File: config.mk
export PLATFORM = sky130hd
export DESIGN_NAME = cdc_filter
export DESIGN_NICKNAME = d
export VERILOG_FILES = /design/src/rtl/cdc_filter_pkg.sv /design/src/rtl/cdc_filter_lane.sv /design/src/rtl/cdc_filter.sv
export SDC_FILE = /design/constraint.sdc
export NUM_CORES = 1
export LEC_CHECK = 0
export CORE_ASPECT_RATIO = 0.6
export CORE_MARGIN = 2
export CORE_UTILIZATION = 25
export CTS_BUF_LIST = sky130_fd_sc_hd__clkbuf_8
export DETAILED_ROUTE_END_ITERATION = 8
export DONT_BUFFER_PORTS = 1
export GPL_ROUTABILITY_DRIVEN = 0
export SLEW_MARGIN = 20
export SYNTH_ARGS = -nofsm -noshare
export SYNTH_HDL_FRONTEND = slang
export SYNTH_HIERARCHICAL = 1
export SYNTH_SLANG_ARGS = --single-unit
File: constraint.sdc
create_clock -name aclk -period 2.7 [get_ports aclk]
set_clock_uncertainty 0.05 [all_clocks]
set_input_delay 0.54 -clock aclk [delete_from_list [all_inputs] [get_ports aclk]]
set_output_delay 0.54 -clock aclk [all_outputs]
set_load 0.01 [all_outputs]
File: src/rtl/cdc_filter_pkg.sv
// Shared helpers for the cdc_filter input synchroniser: the counter-width
// derivation and the packed-bus lane-slice macro.

`ifndef CDC_LANE_SLICE
// Lane idx of a bus packed as consecutive width-bit words, lane 0 in the LSBs.
`define CDC_LANE_SLICE(bus, idx, width) bus[(idx)*(width) +: (width)]
`endif

package cdc_filter_pkg;

    // Ceiling log2; clog2(1) == 0.
    function automatic int clog2(input int value);
        int result;
        int span;
        result = 0;
        span   = 1;
        while (span < value) begin
            span   = span << 1;
            result = result + 1;
        end
        return result;
    endfunction

    // Stability counter width: must hold 0..stable_cycles, never narrower than 1 bit.
    function automatic int cnt_width(input int stable_cycles);
        int width;
        width = clog2(stable_cycles + 1);
        return (width < 1) ? 1 : width;
    endfunction

    // Counter width for the default qualifier depth.
    localparam int CNT_WIDTH_DEFAULT = cnt_width(2);

endpackage

File: src/rtl/cdc_filter_lane.sv
// One channel of cdc_filter: flip-flop synchroniser chain, stability
// qualifier and registered commit of the settled word.

module cdc_filter_lane
    import cdc_filter_pkg::*;
#(
    parameter int                    DATA_WIDTH    = 8,
    parameter int                    SYNC_STAGES   = 4,
    parameter int                    STABLE_CYCLES = 2,
    parameter logic [DATA_WIDTH-1:0] RESET_VALUE   = '0
) (
    input  logic                  aclk,
    input  logic                  areset,
    input  logic                  hold,
    input  logic [DATA_WIDTH-1:0] in_data,
    output logic [DATA_WIDTH-1:0] out_data,
    output logic                  out_strobe
);

    logic [DATA_WIDTH-1:0] sync_q [SYNC_STAGES];
    logic [DATA_WIDTH-1:0] synced;
    logic                  commit;
    logic [DATA_WIDTH-1:0] commit_value;

    assign synced = sync_q[SYNC_STAGES-1];

    // Plain shift chain: every stage only ever sees its predecessor.
    always_ff @(posedge aclk or posedge areset) begin
        if (areset) begin
            for (int k = 0; k < SYNC_STAGES; k++) begin
                sync_q[k] <= RESET_VALUE;
            end
        end else begin
            sync_q[0] <= in_data;
            for (int k = 1; k < SYNC_STAGES; k++) begin
                sync_q[k] <= sync_q[k-1];
            end
        end
    end

    if (STABLE_CYCLES > 0) begin : g_qual
        localparam int                   CNT_WIDTH = cnt_width(STABLE_CYCLES);
        localparam logic [CNT_WIDTH-1:0] CNT_MAX   = CNT_WIDTH'(STABLE_CYCLES);
        localparam logic [CNT_WIDTH-1:0] CNT_ARM   = CNT_WIDTH'(STABLE_CYCLES - 1);

        logic [DATA_WIDTH-1:0] cand;
        logic [CNT_WIDTH-1:0]  cnt;

        // Track the most recent synced word and how long it has stayed unchanged.
        always_ff @(posedge aclk or posedge areset) begin
            if (areset) begin
                cand <= RESET_VALUE;
                cnt  <= '0;
            end else if (synced != cand) begin
                cand <= synced;
                cnt  <= '0;
            end else if (cnt < CNT_MAX) begin
                cnt <= cnt + CNT_WIDTH'(1);
            end
        end

        // Commit on the edge that confirms stability, or later once saturated
        // (covers a word that settled while hold was high).
        assign commit = (cand != out_data) && !hold &&
                        (((synced == cand) && (cnt == CNT_ARM)) || (cnt == CNT_MAX));
        assign commit_value = cand;
    end else begin : g_direct
        assign commit       = (synced != out_data) && !hold;
        assign commit_value = synced;
    end

    // Registered output word and one-cycle commit strobe.
    always_ff @(posedge aclk or posedge areset) begin
        if (areset) begin
            out_data   <= RESET_VALUE;
            out_strobe <= 1'b0;
        end else begin
            out_strobe <= commit;
            if (commit) begin
                out_data <= commit_value;
            end
        end
    end

endmodule

File: src/rtl/cdc_filter.sv
// Multi-channel input synchroniser with glitch rejection. Each channel is an
// independent cdc_filter_lane; only aclk, areset and hold are shared.

module cdc_filter
    import cdc_filter_pkg::*;
#(
    parameter int                    CHANNELS      = 2,
    parameter int                    DATA_WIDTH    = 8,
    parameter int                    SYNC_STAGES   = 4,
    parameter int                    STABLE_CYCLES = 2,
    parameter logic [DATA_WIDTH-1:0] RESET_VALUE   = '0
) (
    input  logic                           aclk,
    input  logic                           areset,
    input  logic                           hold,
    input  logic [CHANNELS*DATA_WIDTH-1:0] in_data,
    output logic [CHANNELS*DATA_WIDTH-1:0] out_data,
    output logic [CHANNELS-1:0]            out_strobe
);

    for (genvar c = 0; c < CHANNELS; c++) begin : g_lane
        cdc_filter_lane #(
            .DATA_WIDTH    (DATA_WIDTH),
            .SYNC_STAGES   (SYNC_STAGES),
            .STABLE_CYCLES (STABLE_CYCLES),
            .RESET_VALUE   (RESET_VALUE)
        ) u_lane (
            .aclk       (aclk),
            .areset     (areset),
            .hold       (hold),
            .in_data    (`CDC_LANE_SLICE(in_data, c, DATA_WIDTH)),
            .out_data   (`CDC_LANE_SLICE(out_data, c, DATA_WIDTH)),
            .out_strobe (out_strobe[c])
        );
    end

endmodule

==> reports/results.ini, run 1 <==
[outcome]
status=complete, no violations

[sta]
tightest_slew_ps=723.8
period_share_pct=86.34
report.final.slew_viol_count=0
rsz0062_at_grt=false
fin_tns_setup_ps=0
max_freq_ghz=0.4290
timing.hold.ws_ps=98.57
period_minus_slack_ps=2331
finalSetupViolCount=0
slew_headroom_pct=51.75
worst_slack_ps=368.9
finalHoldViolations=0

[clock_tree]
insertion_delay_ps=360
cts_root_buf=clkbuf_8
cts_tree=built
clock-sinks=102
clk_pin_slew_ps=100
cts_max_path_buffers=2
cts_setup_buffers=0
htreeDepth=3
ctsResizeCount=0
cts_made_buffers=9
hold_buffers=0

[global_routing]
overflow=0
grt_first_pass_wirelength_mm=8.052
grtUsageTotal_pct=7.489
grt_pass1_vias=1539
antenna_found_initial=0
grt_max_degree=52

[route]
route.vias.total=1391
drc=0
vias_per_cell=3.739
firstDrtPassIters=4
postRouteAntennaNets=0
totalWireLength_mm=4.616
wl_per_cell_um=12.41
first_iter_violations=67

[floorplan]
dieArea_um2=14490
die_y_um=94.05
die_w_um=154.1
start_util_pct=25.96
io_pins=37
core_region_area_um2=13010
row_count=32

[synthesis]
synth.avg_cell_area_um2=17.06
yosys.area.top_type=dfrtp_1
synth_fp_nets=221
synth_top_area_share_pct=75.56
netlist_instances=198
synth_area_um2=3378
ys_types=13
synth_area_leaders=dfrtp_1 76%, xor2_1 8.8%, mux2_2 5.3%, nor4_4 2.5%, clkbuf_1 1.8%
yosys_warnings=6
yosysSeqAreaShare_pct=75.56
synth_seq_cells=102

[finish]
drive_above_1_share_pct=22.77
fin_area_um2=3767
design.final.nets=220
final_common_cell=dfrtp_1
fillCellCount=1286
syn_to_final_growth_pct=11.52
final_cell_mix=102 x dfrtp_1, 34 x xor2_1, 16 x mux2_2
diodes=0
final_core_util_pct=28.95

[worst_setup_path]
crit_fanout=9
crit_arrival_ps=2530
crit_path_start_kind=flop
cp-end-kind=flop
setup.worst_path.class=flop to flop
cp.required_ps=2900

[place]
hpwlAfterDp_mm=3.265
dpl_cell_area_um2=3561
port_buffers=0
pre_cts_slack_ps=377.1

[worst_hold_path]
min_path_type=primary input to asynchronous set/reset pin

[pwr]
p_per_area_nw_per_um2=705.1
p_leak_nw=1.682
ir_drop_mv=0.3264

[flow_run]
drv_cap=0

-- where the power goes --
| part | switching (mW) | internal [mW] |
|---|---|---|
| Sequential | 0.0314 | 1.59 |
| Combinational | 0.0569 | 0.0246 |
| Clock | 0.516 | 0.441 |
| Total | 0.604 | 2.05 |
-- routing by layer --
| layer | part of all wire [%] | wire length [µm] | track usage, % |
|---|---|---|---|
| met1 | 47 | 2186 | 9.529 |
| met2 | 44 | 2028 | 10.46 |
| met3 | 6.3 | 290 | 3.506 |
| met4 | 2.4 | 110 | 4.206 |
| met5 | 0 | 0 | 0 |
-- worst paths after layout --
path / from / endpoint / slack [ps] / cells past startpoint
worst max register to register: g_lane[0].u_lane/commit_value[5] / g_lane[0].u_lane/out_data[4] / 370 / 5
worst min register to register: g_lane[1].u_lane/sync_q[23] / g_lane[1].u_lane/sync_q[15] / 300 / 0
min in group aclk: in_data[10] / g_lane[1].u_lane/sync_q[26] / 140 / 0
max in group asynchronous: areset / g_lane[1].u_lane/out_data[1] / 1900 / 2
worst min-delay path: areset / g_lane[1].u_lane/sync_q[14] / 100 / 1
worst max-delay path: g_lane[0].u_lane/commit_value[5] / g_lane[0].u_lane/out_data[4] / 370 / 5
-- final cells by class --
cell class	count	area, µm²	area share, %
clock buffer	9	123.9	3.288
clock inverter	7	82.58	2.192
inverter	6	22.52	0.5978
multi-input combinational	74	743.2	19.73
sequential	102	2552	67.75
tap	170	212.7	5.646
timing repair buffer	4	30.03	0.7971
-- stage by stage --
step / cells / power (mW)
3_3_place_gp: 356 / 1.732
4_1_cts: 372 / 2.711
3_5_place_dp: 356 / 1.735
2_1_floorplan: 198 / 1.714
5_1_grt: 372 / 2.794
6_report: 372 / 2.657
-- sequential cells by signal, summed over array words and instances (netlist names) --
register / cells
g_lane.u_lane/synced: 16
g_lane.u_lane/out_strobe: 2
g_lane.u_lane/commit_value: 16
g_lane.u_lane/sync_q: 48
g_lane.u_lane/out_data: 16
g_lane.u_lane/g_qual.cnt: 4
-- Yosys cell counts --
master       n
inv_1        6
mux2_2      16
dfrtp_1    102
nor4_4       4
a21oi_1      2
a2111oi_4    2
nand2_1      2
a21oi_2      2
ha_1         4
xor2_1      34
nor4_1       4
nor2_1       4
clkbuf_1    16
-- worst max-delay path: stages, from the launching register on --
cell	delay, ps
dfrtp_1	420
xor2_1	220
nor4_4	350
a21oi_2	120
a2111oi_4	660
mux2_2	410
-- cell families (layout without fill, tap and decap cells) --
group | count (synthesis) | in the layout | share of synthesized area [%]
buffers and inverters | 22 | 26 | 2.444
flip-flops | 102 | 102 | 75.56
AO/OA/AOI/OAI | 6 | 6 | 2.444
adder cells (fa/ha/maj) | 4 | 4 | 1.482
AND/OR/NAND/NOR | 14 | 14 | 3.926
multiplexers | 16 | 16 | 5.333
XOR/XNOR | 34 | 34 | 8.815
No activity file was read; power rests on OpenSTA's default activity.
==> run 2: changes to the inputs <==
--- a/config.mk
+++ b/config.mk
@@ -6,7 +6,6 @@
 export NUM_CORES = 1
 export LEC_CHECK = 0
 export CORE_ASPECT_RATIO = 0.6
-export CORE_MARGIN = 2
 export CORE_UTILIZATION = 25
 export CTS_BUF_LIST = sky130_fd_sc_hd__clkbuf_8
 export DETAILED_ROUTE_END_ITERATION = 8
==> run 2 against run 1 <==
Net effect: the flow now finishes with violations (design-rule violations); non-clock buffer count unchanged; via count down 2.7%; combinational power about the same.
==> reports/results.ini, run 2 (synthesized netlist as in run 1, its figures left out) <==
[sta]
rsz0062_at_grt=false
max_freq_ghz=0.4207  ; -1.9%
fin_tns_setup_ps=0  ; unchanged
report.final.slew_viol_count=0  ; unchanged
period_share_pct=88.04  ; +1.7 points
slew_headroom_pct=50.41  ; -1.3 points
finalSetupViolCount=0  ; unchanged
period_minus_slack_ps=2377  ; +46.04 ps
finalHoldViolations=0  ; unchanged
tightest_slew_ps=743.9  ; +20.13 ps

[clock_tree]
htreeDepth=3  ; unchanged
hold_buffers=0  ; unchanged
ctsResizeCount=0  ; unchanged
cts_setup_buffers=0  ; unchanged
clock-sinks=102  ; unchanged
cts_max_path_buffers=2  ; unchanged
cts_made_buffers=9  ; unchanged
insertion_delay_ps=360  ; about the same
cts_tree=built
clk_pin_slew_ps=90  ; about the same
cts_root_buf=clkbuf_8

[floorplan]
die_w_um=152.1  ; -1.3%
dieArea_um2=14000  ; -3.4%
io_pins=37  ; unchanged
start_util_pct=25.96  ; unchanged
die_y_um=92.05  ; -2.1%
core_region_area_um2=13010  ; unchanged
row_count=32  ; unchanged

[route]
firstDrtPassIters=5  ; +1
wl_per_cell_um=12.56  ; +1.2%
drc=2  ; +2
first_iter_violations=37  ; -45%
route.vias.total=1354  ; -2.7%
vias_per_cell=3.640  ; -2.7%
totalWireLength_mm=4.671  ; +1.2%
postRouteAntennaNets=0  ; unchanged

[global_routing]
antenna_found_initial=0  ; unchanged
grt_first_pass_wirelength_mm=7.700  ; -4.4%
overflow=0  ; unchanged
grt_pass1_vias=1465  ; -4.8%
grtUsageTotal_pct=7.539  ; +0.050 points
grt_max_degree=52  ; unchanged

[pwr]
p_leak_nw=1.698  ; +0.99%
ir_drop_mv=0.2987  ; -8.5%
p_per_area_nw_per_um2=717.2  ; +1.7%
total_power_mw=2.706  ; +1.8%

[worst_setup_path]
endpoint=g_lane[0].u_lane/out_data[4]
cp-startpoint=g_lane[0].u_lane/commit_value[5]
cpMaxStageDelayCell=a2111oi_4
max_stage_delay_ps=670  ; about the same
regToRegStartpoint=g_lane[0].u_lane/commit_value[5]
cp-end-kind=flop
crit_arrival_ps=2570  ; +40 ps
crit_path_start_kind=flop
setup.worst_path.class=flop to flop
crit_fanout=9  ; unchanged
rr_endpoint=g_lane[0].u_lane/out_data[4]
ff2ff_path_depth=5  ; unchanged
r2r_setup_slack_ps=320  ; -50 ps
cp.required_ps=2900  ; about the same
path_cells=xor2_1 -> nor4_4 -> a21oi_2 -> a2111oi_4 -> mux2_2

[finish]
final_cell_mix=102 x dfrtp_1, 34 x xor2_1, 16 x mux2_2
final_common_cell=dfrtp_1
diodes=0  ; unchanged
largest_reg_flops=48  ; unchanged
fillCellCount=1260  ; -2.0%
syn_to_final_growth_pct=11.67
drive_above_1_share_pct=22.28  ; -0.50 points
top_register=g_lane.u_lane/sync_q
design.final.nets=220  ; unchanged

[outcome]
violations=design-rule violations
status=finished, violations left

[worst_hold_path]
min_path_type=primary input to asynchronous set/reset pin

[place]
port_buffers=0  ; unchanged
hpwlAfterDp_mm=3.223  ; -1.3%

[flow_run]
drv_cap=0  ; unchanged

## run 2: worst min-delay path by stage
stage	start	to
2_1_floorplan	g_lane[0].u_lane/sync_q[18]	g_lane[0].u_lane/sync_q[10]
3_3_place_gp	g_lane[0].u_lane/sync_q[31]	g_lane[0].u_lane/sync_q[23]
3_5_place_dp	g_lane[0].u_lane/sync_q[31]	g_lane[0].u_lane/sync_q[23]
4_1_cts	areset	g_lane[0].u_lane/sync_q[24]
5_1_grt	areset	g_lane[0].u_lane/sync_q[24]
6_report	areset	g_lane[0].u_lane/sync_q[24]
## run 2: critical path, delay by kind of cell, from the launching register on
family,cells,cell delay (ps)
AOI/OAI and AO/OA,2,790
xor gates and xnor gates,1,220
DFF,1,420
and+or+nand+nor,1,370
muxes,1,420
## run 2: per-layer routing
| layer | global-route usage (%) | part of all wire [%] |
|---|---|---|
| met3 | 4.064 | 7.1 |
| met1 | 9.445 | 49 |
| met4 | 4.592 | 2.5 |
| met2 | 10.07 | 42 |
| met5 | 0 | 0 |
## run 2: layout make-up
class	instances	area [µm²]	share of cell area [%]
clock buffer	9	123.9	3.284
clock inverter	7	87.58	2.322
inverter	6	22.52	0.5970
multi-input combinational	74	743.2	19.70
sequential	102	2552	67.66
tap	170	212.7	5.638
timing repair buffer	4	30.03	0.7960
## run 2: where the power goes
| group | switching (mW) | internal, mW | leakage (nW) |
|---|---|---|---|
| clock network | 0.489 | 0.517 | 0.115 |
| registers | 0.0319 | 1.59 | 1.24 |
| logic | 0.0567 | 0.0246 | 0.344 |
| total | 0.577 | 2.13 | 1.70 |
## run 2: metrics by stage
stage	setup slack, ps	util (%)	instance area, µm²	hold slack, ps	instances
final	322.9	28.99	3772	62.45	372
after floorplan	663.6	-	3378	281.2	198
after CTS	319.2	28.99	3772	63.98	372
after detailed placement	346.7	27.37	3561	284.7	356
after global placement	394.1	27.37	3561	281.7	356
after global routing	243.8	28.99	3772	78.50	372
